--- config.mk ---
export PLATFORM = sky130hd
export DESIGN_NAME = tdm_demux_1_4
export DESIGN_NICKNAME = d
export VERILOG_FILES = /design/src/rtl/tdm_demux_1_4.sv
export SDC_FILE = /design/constraint.sdc
export NUM_CORES = 1
export LEC_CHECK = 0
export CAP_MARGIN = 20
export CORE_AREA = 2 2 39 41
export DETAILED_ROUTE_END_ITERATION = 8
export DIE_AREA = 0 0 41 43
export DONT_BUFFER_PORTS = 1
export GPL_TIMING_DRIVEN = 0
export PLACE_DENSITY_LB_ADDON = 0.25
export SETUP_SLACK_MARGIN = 0.15
export SYNTH_ARGS = -nofsm -noshare
export SYNTH_HDL_FRONTEND = slang
export SYNTH_SLANG_ARGS = --single-unit
--- constraint.sdc ---
create_clock -name clk -period 1.2 [get_ports clk]
set_clock_uncertainty 0.05 [all_clocks]
set_input_delay 0.12 -clock clk [delete_from_list [all_inputs] [get_ports clk]]
set_output_delay 0.12 -clock clk [all_outputs]
set_load 0.05 [all_outputs]
--- src/rtl/tdm_demux_1_4.sv ---
// Receive side of the 4:1 TDM link: rebuilds four-channel frames from a slot stream
// keyed on a slot-0 sync marker, and flags lost or misplaced sync.
module tdm_demux_1_4 #(
    parameter int W = 1
) (
    input  logic           clk,
    input  logic           rst,
    input  logic           en,
    input  logic           sync,
    input  logic [W-1:0]   din,
    output logic [4*W-1:0] o,
    output logic [1:0]     sel,
    output logic           frame_valid,
    output logic           sync_err,
    output logic           locked
);

    typedef enum logic {
        HUNT,
        LOCKED
    } state_t;

    state_t             state, state_nxt;
    logic [1:0]         sel_nxt;
    logic [2:0][W-1:0]  shadow, shadow_nxt;
    logic [4*W-1:0]     o_nxt;
    logic               frame_valid_nxt, sync_err_nxt;

    always_ff @(posedge clk) begin
        if (rst) begin
            state       <= HUNT;
            sel         <= 2'd0;
            shadow      <= '0;
            o           <= '0;
            frame_valid <= 1'b0;
            sync_err    <= 1'b0;
        end else begin
            state       <= state_nxt;
            sel         <= sel_nxt;
            shadow      <= shadow_nxt;
            o           <= o_nxt;
            frame_valid <= frame_valid_nxt;
            sync_err    <= sync_err_nxt;
        end
    end

    // A sync beat always restarts the frame at slot 0; only slot 3 ever publishes to o.
    always_comb begin
        state_nxt       = state;
        sel_nxt         = sel;
        shadow_nxt      = shadow;
        o_nxt           = o;
        frame_valid_nxt = 1'b0;
        sync_err_nxt    = 1'b0;
        if (en) begin
            case (state)
                HUNT: begin
                    if (sync) begin
                        shadow_nxt[0] = din;
                        sel_nxt       = 2'd1;
                        state_nxt     = LOCKED;
                    end
                end
                LOCKED: begin
                    if (sync) begin
                        sync_err_nxt  = (sel != 2'd0);
                        shadow_nxt[0] = din;
                        sel_nxt       = 2'd1;
                    end else begin
                        case (sel)
                            2'd0: begin
                                sync_err_nxt = 1'b1;
                                state_nxt    = HUNT;
                                sel_nxt      = 2'd0;
                            end
                            2'd1: begin
                                shadow_nxt[1] = din;
                                sel_nxt       = 2'd2;
                            end
                            2'd2: begin
                                shadow_nxt[2] = din;
                                sel_nxt       = 2'd3;
                            end
                            default: begin
                                o_nxt           = {din, shadow[2], shadow[1], shadow[0]};
                                frame_valid_nxt = 1'b1;
                                sel_nxt         = 2'd0;
                            end
                        endcase
                    end
                end
                default: state_nxt = HUNT;
            endcase
        end
    end

    assign locked = (state == LOCKED);

endmodule

==> out/metrics.cfg, run 1 <==
[run_status]
status=finished with violations
violations=setup timing

[detailed_routing]
wl_per_cell_um=13.79
postRouteAntennaNets=0
via_per_inst=5.359
drc_errors=0
vias=418
firstDrtPassIters=4
drt_iter0_markers=5
routed_wl_um=1076

[yosys]
ys_types=21
syn_area_um2=609.3
ys_ff_latch=12
syn_inst=55
ys_warn_count=0
avgSynthCellArea_um2=11.08
ys_seq_area_share_pct=39.43
synth_nets=65

[timing]
min_period_over_period_pct=100.3
hold_violations=0
slew_viol_final=0
setup_violations=1
whs_ps=32.30
setup_ws_ps=-3.399
rsz0062_at_grt=true
max_freq_mhz=831.0
slew_headroom_pct=81.69
finalCriticalPeriod_ps=1203
worst_slew_pin_slew_ps=274.6

[global_routing]
grt_max_degree=11
overflow=0
groute.usage.overall_pct=16.95
first_global_vias=411
grt_pass1_wl_um=1849
antenna_found_initial=0

[setup_path]
crit_slowest_cell=dfxtp_4
crit_type=register to register
r2r_start=sel[0]
worstPathMaxFanout=4
slowest_delay_ps=480
cp.required_ps=1310
crit_chain=inv_4 -> ha_4 -> and4bb_4 -> a211oi_2
critPathArrivalTime_ps=1310
start_kind=register
crit_path_end_kind=register
crit_start=sel[0]

[floorplan]
die_y_um=43
dieWidth_um=41
boundaryPins=14
coreArea_um2=1384
start_util_pct=44.03
dieArea_um2=1763
rows=14

[clock_tree]
cts_tree=yes
cts.htree.levels=1
path_clk_slew_ps=80
clkLatencyLatePin_ps=270
clock-sinks=12
clockBufferDepth=2
ctsRootBufferMaster=clkbuf_4
cts_buffers=3

[final_layout]
seq_area_um2=259.0
antennaDiodeCount=0
final_design_area_no_fill_um2=785.8
fin_util_pct=56.78
final_common_cell=nand2b_1
num-fill-cells=120
final_cell_mix=8 x nand2b_1, 6 x mux2i_1, 6 x dfxtp_2
multi_input_area_um2=377.9
area_delta_synth_final_pct=28.95
nets=73
drive_gt1_share_pct=48.39

[pwr]
power_density_nw_per_um2=1103
ir_drop_mv=0.5206
total_power_uw=866.9
leakage_uw=0.0003312

[place]
placed_cell_area_um2=683.2
gp_congestion=0.6694
io_buffers=0

[min_path]
hp-start=rst
hp-class=input pin to register

[flow_run]
cap_violations=0

==> critical path: cells and delay by family, from the launching register on <==
family	cells	cell delay [ps]
AO/OA/AOI/OAI	1	40
adder cells (fa/ha/maj)	1	160
buffers and inverters	1	80
flip-flops	1	480
AND/OR/NAND/NOR	1	280
==> worst paths after layout <==
kind	end	slack, ps	cells past startpoint
setup / recovery	sel[0]	-3	4
hold / removal	sync_err	30	2
setup reg to reg	sel[0]	-3	4
hold reg to reg	o[0]	420	2
==> layout make-up <==
type                       count  area share, %
clock buffer                   4          4.618
sequential                    12          32.96
timing repair buffer           3          3.503
inverter                       4          2.548
multi-input combinational     35          48.09
buffer                         4          5.732
tap                           16          2.548
==> kinds of logic (layout without fill, tap and decap cells) <==
logic type,Yosys count,after routing,synth area share [%]
buffers and inverters,8,15,8.623
flip-flops,12,12,39.42
adder cells (fa/ha/maj),5,5,10.27
multiplexers,6,6,9.857
AO/OA/AOI/OAI,7,7,9.240
AND/OR/NAND/NOR,17,17,22.59
==> synthesized netlist by cell type, drive strengths merged <==
cell | instances | area, µm²
nand3 | 1 | 5.000
nand2b | 8 | 50.05
mux2i | 6 | 60.06
ha | 5 | 62.56
nand2 | 1 | 3.750
a32o | 1 | 10.01
a21bo | 1 | 10.01
a311oi | 1 | 8.760
dfxtp | 12 | 240.2
o21ai | 1 | 5.000
a211oi | 1 | 12.51
nor3 | 1 | 5.000
nor2 | 1 | 3.750
inv | 4 | 15.01
and4bb | 2 | 28.78
a21oi | 2 | 10.01
nand4b | 3 | 41.29
buf | 4 | 37.53
==> power by group <==
| group | internal [µW] | switching [µW] | leakage (µW) | total [µW] |
|---|---|---|---|---|
| Sequential | 404 | 31.6 | 0.000102 | 435 |
| Combinational | 57.2 | 49.4 | 0.000208 | 107 |
| Clock | 184 | 141 | 0.0000210 | 325 |
| Total | 645 | 222 | 0.000331 | 867 |
==> metrics by stage <==
step	setup slack, ps	setup TNS (ps)	std cells
global placement	-14.05	-52.64	71
CTS	-4.329	-4.329	78
floorplan	51.50	0	55
global route	-41.68	-78.18	78
detailed placement	-21.06	-66.27	71
finish	-3.399	-3.399	78
==> layer usage <==
metal	GRT usage (%)	routed length [µm]
met3	7.330	56
met5	0	0
met4	14.00	20
met2	21.25	528
met1	21.24	471
==> what timing repair did <==
| action | 4_1_cts | 5_1_grt |
|---|---|---|
| gates resized for setup | 11 | 1 |
| hold endpoints to repair | 5 | 0 |
| setup endpoints to repair | 17 | 11 |
| gates cloned | 0 | 0 |
| buffers inserted | 1 | 0 |
| hold buffers | 2 | 0 |
| pin swaps | 2 | 2 |
==> registers in the layout (all words and copies together) (netlist names) <==
name	cells
frame_valid	1
locked	1
o	4
sel	2
shadow	3
sync_err	1
Note: power is estimated with default switching activity, not from simulation.
==> run 2, diff against run 1 <==
- CTS_CLUSTER_SIZE: unset -> 10
==> results of run 2 <==
The final DEF is identical to that of run 1; final timing and power are the same.
